File: config.mk
export PLATFORM = sky130hd
export DESIGN_NAME = parity_serial_tx
export DESIGN_NICKNAME = d
export VERILOG_FILES = /design/src/rtl/parity_pkg.sv /design/src/rtl/parity_serial_tx.sv
export SDC_FILE = /design/constraint.sdc
export NUM_CORES = 1
export LEC_CHECK = 0
export CAP_MARGIN = 20
export CORE_MARGIN = 2
export CORE_UTILIZATION = 44
export CTS_CLUSTER_DIAMETER = 80
export DETAILED_ROUTE_END_ITERATION = 12
export PLACE_DENSITY = 0.81
export SLEW_MARGIN = 20
export SYNTH_ARGS = -nofsm -noshare
export SYNTH_HDL_FRONTEND = slang
export SYNTH_SLANG_ARGS = --single-unit
File: constraint.sdc
create_clock -name clk -period 1.3 [get_ports clk]
set_clock_uncertainty 0.15 [all_clocks]
set_input_delay 0.26 -clock clk [delete_from_list [all_inputs] [get_ports clk]]
set_output_delay 0.26 -clock clk [all_outputs]
set_load 0.03 [all_outputs]
File: src/rtl/parity_pkg.sv
// Shared definitions for both ends of the parity-protected serial link.
//
// Contents:
//   DEFAULT_DATA_BITS - default data width of one frame.
//   tx_state_t        - transmitter FSM encoding (IDLE, SHIFT, PARITY).
//   chk_state_t       - checker FSM encoding. It lives here so that the
//                       transmitter and the far-end checker decode state
//                       debug buses identically.
package parity_pkg;

  localparam int DEFAULT_DATA_BITS = 8;

  typedef enum logic [1:0] {
    IDLE   = 2'd0,
    SHIFT  = 2'd1,
    PARITY = 2'd2
  } tx_state_t;

  typedef enum logic [1:0] {
    CHK_IDLE   = 2'd0,
    CHK_DATA   = 2'd1,
    CHK_PARITY = 2'd2
  } chk_state_t;

endpackage

File: src/rtl/parity_serial_tx.sv
// parity_serial_tx: parallel-in, serial-out transmitter with a trailing
// parity bit.
//
// A word is accepted through a valid/ready handshake. It is shifted out
// LSB-first, one bit per clock, and is followed by one parity bit. The
// parity bit makes the whole frame hold an even number of ones, or an odd
// number of ones when ODD_PARITY=1.
//
// Handshake: a word transfers on a rising clk edge where data_valid and
// data_ready are both high. data_in is sampled only on that edge. The
// source must hold data_valid and data_in until the transfer happens.
// data_ready depends only on registered state, never on data_valid.
//
// Ports:
//   clk          - system clock, rising edge active
//   reset        - asynchronous active-low reset
//   data_in      - word to transmit (DATA_BITS wide)
//   data_valid   - data_in is offered
//   data_ready   - block accepts a word this cycle (IDLE or PARITY)
//   tx_bit       - serial output bit
//   tx_active    - tx_bit carries a frame bit this cycle
//   tx_is_parity - tx_bit is the parity bit this cycle
//   frame_done   - one-cycle pulse while the parity bit is driven
//   state_dbg    - current FSM state, for observation only
module parity_serial_tx
  import parity_pkg::*;
#(
  parameter int DATA_BITS  = DEFAULT_DATA_BITS,
  parameter bit ODD_PARITY = 1'b0
) (
  input  logic                 clk,
  input  logic                 reset,
  input  logic [DATA_BITS-1:0] data_in,
  input  logic                 data_valid,
  output logic                 data_ready,
  output logic                 tx_bit,
  output logic                 tx_active,
  output logic                 tx_is_parity,
  output logic                 frame_done,
  output tx_state_t            state_dbg
);

  localparam int CNT_W = (DATA_BITS > 1) ? $clog2(DATA_BITS) : 1;
  localparam logic [CNT_W-1:0] CNT_LAST = CNT_W'(DATA_BITS - 1);

  tx_state_t            state_q, state_d;
  logic [DATA_BITS-1:0] shreg_q, shreg_d;
  logic [CNT_W-1:0]     cnt_q, cnt_d;
  logic                 par_acc_q, par_acc_d;
  logic                 xfer;

  always_ff @(posedge clk or negedge reset) begin
    if (!reset) begin
      state_q   <= IDLE;
      shreg_q   <= '0;
      cnt_q     <= '0;
      par_acc_q <= 1'b0;
    end else begin
      state_q   <= state_d;
      shreg_q   <= shreg_d;
      cnt_q     <= cnt_d;
      par_acc_q <= par_acc_d;
    end
  end

  always_comb begin
    state_d      = state_q;
    shreg_d      = shreg_q;
    cnt_d        = cnt_q;
    par_acc_d    = par_acc_q;
    data_ready   = (state_q != SHIFT);
    tx_bit       = 1'b0;
    tx_active    = 1'b0;
    tx_is_parity = 1'b0;
    frame_done   = 1'b0;

    case (state_q)
      IDLE: begin
        // Outputs stay at their quiet defaults; loading is handled below.
      end
      SHIFT: begin
        tx_bit    = shreg_q[0];
        tx_active = 1'b1;
        par_acc_d = par_acc_q ^ shreg_q[0];
        shreg_d   = shreg_q >> 1;
        if (cnt_q == CNT_LAST) begin
          state_d = PARITY;
        end else begin
          cnt_d = cnt_q + CNT_W'(1);
        end
      end
      PARITY: begin
        tx_bit       = par_acc_q;
        tx_active    = 1'b1;
        tx_is_parity = 1'b1;
        frame_done   = 1'b1;
        state_d      = IDLE;
      end
      default: begin
        state_d = IDLE;
      end
    endcase

    // A transfer can only happen in IDLE or PARITY, because data_ready is
    // low in SHIFT. Loading from PARITY overrides the return to IDLE, which
    // gives back-to-back frames with no gap bit. The accumulator is seeded
    // with ODD_PARITY so that the final XOR already holds the parity bit.
    xfer = data_valid & data_ready;
    if (xfer) begin
      shreg_d   = data_in;
      cnt_d     = '0;
      par_acc_d = ODD_PARITY;
      state_d   = SHIFT;
    end
  end

  assign state_dbg = state_q;

endmodule
**After elaboration in Yosys (flattened, before gate mapping)**

Index checks and enable logic that the tools add are counted.

- Reductions and logical operators: 5
- Mux-type cells: 13
- Equality and inequality tests: 7
- Bitwise logic cells: 2
- Add/sub/neg operators: 1

Operators by type and width:

| kind | number |
|---|---|
| two-way mux 8 bit | 2 |
| two-way mux 3 bit | 3 |
| two-way mux 1 bit | 4 |
| two-way mux 2 bit | 2 |
| != test 2 bit, second input constant | 2 |
| one-hot mux 2 bit (2 select lines) | 1 |
| AND reduction 2 bit | 2 |
| adder 3 x 1 -> 3 bit, second input constant | 1 |
| equality test 3 bit, second input constant | 1 |
| != test 3 bit, second input constant | 1 |
| equality test 2 x 1 -> 1 bit, second input constant | 1 |
| equality test 2 bit, second input constant | 1 |
| logical NOT 2 bit | 1 |
| != test 2 x 1 -> 1 bit, second input constant | 1 |
| one-hot mux 1 bit (2 select lines) | 1 |
| nonzero test 2 bit | 1 |
| OR reduction 2 bit | 1 |
| bitwise AND 1 bit | 1 |
| XOR 1 bit | 1 |

- Bits of input ports: 11
- Output and inout bits: 7
- Register bits: 14
- Logic and storage cells: 32

**Logic depth before layout (Yosys ltp)**

- Depth after elaboration: 4
- Gate-level depth with buffers: 6
- Gate-level depth less buffers: 5

**Least setup slack after synthesis**

Ideal clock, no wire load.

- Path kind: flip-flop to output port
- Start point: register state_q[0], in the netlist state_dbg[0]
- End point: output port tx_bit
- Data arrival time: 1.692 ns
- Slack: -0.802 ns
- Data required time: 0.890 ns
- Path buffers: 0
- Cell stages (with the launch flop): 4
- Cell sequence: dfrtp_1 inv_1 ha_1 nor2b_1

- Word-level cells in the longest chain between the ends: 2

Ends and longest elaborated chain:

| what | RTL line | text |
|---|---|---|
| start, declared | parity_serial_tx.sv:46 | `tx_state_t state_q, state_d;` |
| start signal, assigned | parity_serial_tx.sv:59 | `state_q <= state_d;` |
| equality test 2 bit / equality test 2 x 1 -> 1 bit (equally long branches) | parity_serial_tx.sv:77 | `case (state_q)` |
| one-hot mux 1 bit (2 select lines) (*) | parity_serial_tx.sv:77 |  |
| end, declared | parity_serial_tx.sv:36 | `output logic tx_bit,` |

Mark *: on every way between the ends. The rest lies on a longest branch, timed or not.

**Worst setup path in the final report**

- Start point: register state_q[1], in the netlist state_dbg[1]
- End point: output port tx_bit

The elaborated chain is that of the path after synthesis.

==> results.toml <==
[critical_path]
arrival_ns = 1.40
worst_setup_path_start_kind = "register"
setup.reg_to_reg.worst_slack_ns = -0.33
required_ns = 0.89
rr_startpoint = "state_dbg[1]$_DFFE_PN0P_"
critPathKind = "reg2out"
startpoint = "state_dbg[1]$_DFFE_PN0P_"
worstSetupEndpointType = "output pin"
crit_fanout = 2

[final_layout]
syn2layout_area_growth_pct = 73.9
layout_commonest_cell = "buf_6"
final_cell_mix = "buf_6, buf_4, dfrtp_1, clkdlybuf4s50_1, mux2i_1"
n_fill_cell = 95
antenna_cells = 0
final_area_mm2 = 0.00148
layout-drive-gt1-share = 0.533
final_nets = 140

[drt]
wl_per_cell_um = 15.8
drc = 0
first_pass_iters = 4
via_per_inst = 5.20
drtIter0Drc = 13
final_antenna_net_count = 0
dr_total_vias = 765
routed_wl_um = 2330

[synthesis]
syn_nets = 98
synth_edf_count = 0
synth.area.top_cells = "dfrtp_1, mux2i_1, ha_1, a211oi_1, and2b_1"
syn_avg_cell_area_um2 = 10.5
ys_seq_area_frac = 0.411
ys_seq_elements = 14
syn_area_um2 = 852
yosysTopAreaCellShare = 0.411
async_flop_share = 1.00
yosysUniqueCellTypes = 23
synthCells = 81
yosysTopAreaCell = "dfrtp_1"
synthFlopType = "dfrtp_1"
yosysWarnings = 0

[pwr]
ir_drop_uv = 1810
p_leak_uw = 0.000636
power_density_mw_per_mm2 = 2560
p_total_uw = 3800

[timing]
relSlewSlack = 0.851
maxSlewViolCount = 0
fin_ws_ns = -0.514
hold_violations = 0
layout_min_cycle_time_ns = 1.81
fin_crit_sh = 1.40
timing.fmax_ghz = 0.551
rsz0062_at_grt = "true"
tightest_slew_ns = 0.224
setup_viol = 19

[floorplanning]
initial_core_util = 0.478
num_io_pins = 18
rows = 15
die_h_um = 48.0
core_mm2 = 0.00178
die_w_um = 48.0
dieArea_mm2 = 0.00230

[clock_tree]
holdBufCountCts = 0
cts_tree = "built"
cts-root-buf = "clkbuf_4"
clk_pin_slew_ns = 0.09
numCtsBuffers = 3
htreeDepth = 1
cts_buffer_depth = 2
insertion_delay_ns = 0.28
clock_sinks = 14

[global_route]
grt-ovfl-total = 0
grt_antenna_before_repair = 0
grt_pass1_wl_um = 3220
grt.total_usage = 0.204
grt_pass1_vias = 728
grt_max_degree = 15

[placement]
place_congestion = 0.802
dpl-instance-area_mm2 = 0.00118
dpl.hpwl_um = 1440
io_buffers = 17

[run]
cap_viol_max_count = 0

[run_status]
status = "finished, violations left"
violations = "negative setup slack"

[worst_hold_path]
holdCritPathClass = "in2async"
area by class of cell:
| class | count | area, µm² | area share |
|---|---|---|---|
| Clock buffer | 4 | 36.3 | 0.0245 |
| Inverter | 5 | 28.8 | 0.0194 |
| Multi-Input combinational cell | 57 | 612 | 0.413 |
| Sequential cell | 14 | 353 | 0.238 |
| Tap cell | 25 | 31.3 | 0.0211 |
| Timing Repair Buffer | 42 | 420 | 0.284 |
final timing paths:
kind                            depth (start not counted)                       end
worst min-delay path                                    2      cnt_q[1]$_DFFE_PN0P_
max in group asynchronous                               2  state_dbg[1]$_DFFE_PN0P_
worst min register to register                          2      cnt_q[2]$_DFFE_PN0P_
min in group clk                                        2      cnt_q[2]$_DFFE_PN0P_
worst max register to register                          7    shreg_q[0]$_DFFE_PN0P_
worst max-delay path                                    5                    tx_bit
kinds of logic (layout without fill, tap and decap cells):
logic type               count (synthesis)  after routing  share of synthesized area
AO/OA/AOI/OAI                           24             24                      0.206
AND/OR/NAND/NOR                         17             17                      0.119
XOR/XNOR                                 1              1                     0.0103
multiplexers                             9              9                      0.106
buffers and inverters                   10             51                     0.0602
flip-flops                              14             14                      0.411
adder cells (fa/ha/maj)                  6              6                     0.0881
stage by stage:
stage | TNS, ns | hold slack (ns) | instances | util | worst slack (ns)
global route | -6.11 | 0.149 | 147 | 0.831 | -0.567
CTS | -5.47 | 0.146 | 142 | 0.778 | -0.540
floorplan | -2.82 | -0.186 | 81 | - | -0.288
global placement | -3.16 | 0.356 | 132 | 0.661 | -0.253
detailed placement | -3.71 | 0.377 | 132 | 0.661 | -0.295
finish | -5.36 | 0.142 | 147 | 0.831 | -0.514
sequential cells by signal, indices dropped and copies added, names as in the netlist:
signal	flops
par_acc_q	1
cnt_q	3
state_dbg	2
shreg_q	8
metal layers:
| metal | share of wire | up-vias | global-route usage | routed length (µm) |
|---|---|---|---|---|
| li1 | - | 371 | - | - |
| met1 | 0.43 | 371 | 0.248 | 1010 |
| met2 | 0.52 | 17 | 0.352 | 1220 |
| met3 | 0.025 | 6 | 0.0415 | 57 |
| met4 | 0.017 | 0 | 0.0757 | 39 |
| met5 | 0 | - | 0 | 0 |
critical path: stages (launching register included):
cell     delay [ns]
dfrtp_2        0.45
buf_6          0.13
ha_4           0.15
a22oi_2        0.20
nor2b_4        0.06
buf_6          0.13
cells in the mapped netlist, types with 2 or more instances:
master,instances
a211oi_1,7
buf_4,3
nand2_1,2
o21ai_0,2
a21oi_1,8
ha_1,6
and2b_1,7
nor2_1,4
mux2i_1,9
o21ai_1,2
dfrtp_1,14
nor2b_1,2
buf_2,2
inv_1,4
report_power, final:
part | switching (µW) | internal (µW)
clock network | 144 | 170
logic | 1200 | 1420
registers | 220 | 636
total | 1570 | 2230
repair_timing:
item,4_1_cts,5_1_grt
endpoints found under the setup margin,21,21
pin swaps,2,8
setup buffers,6,9
resized for setup,28,14
(Power assumes the default switching activity.)
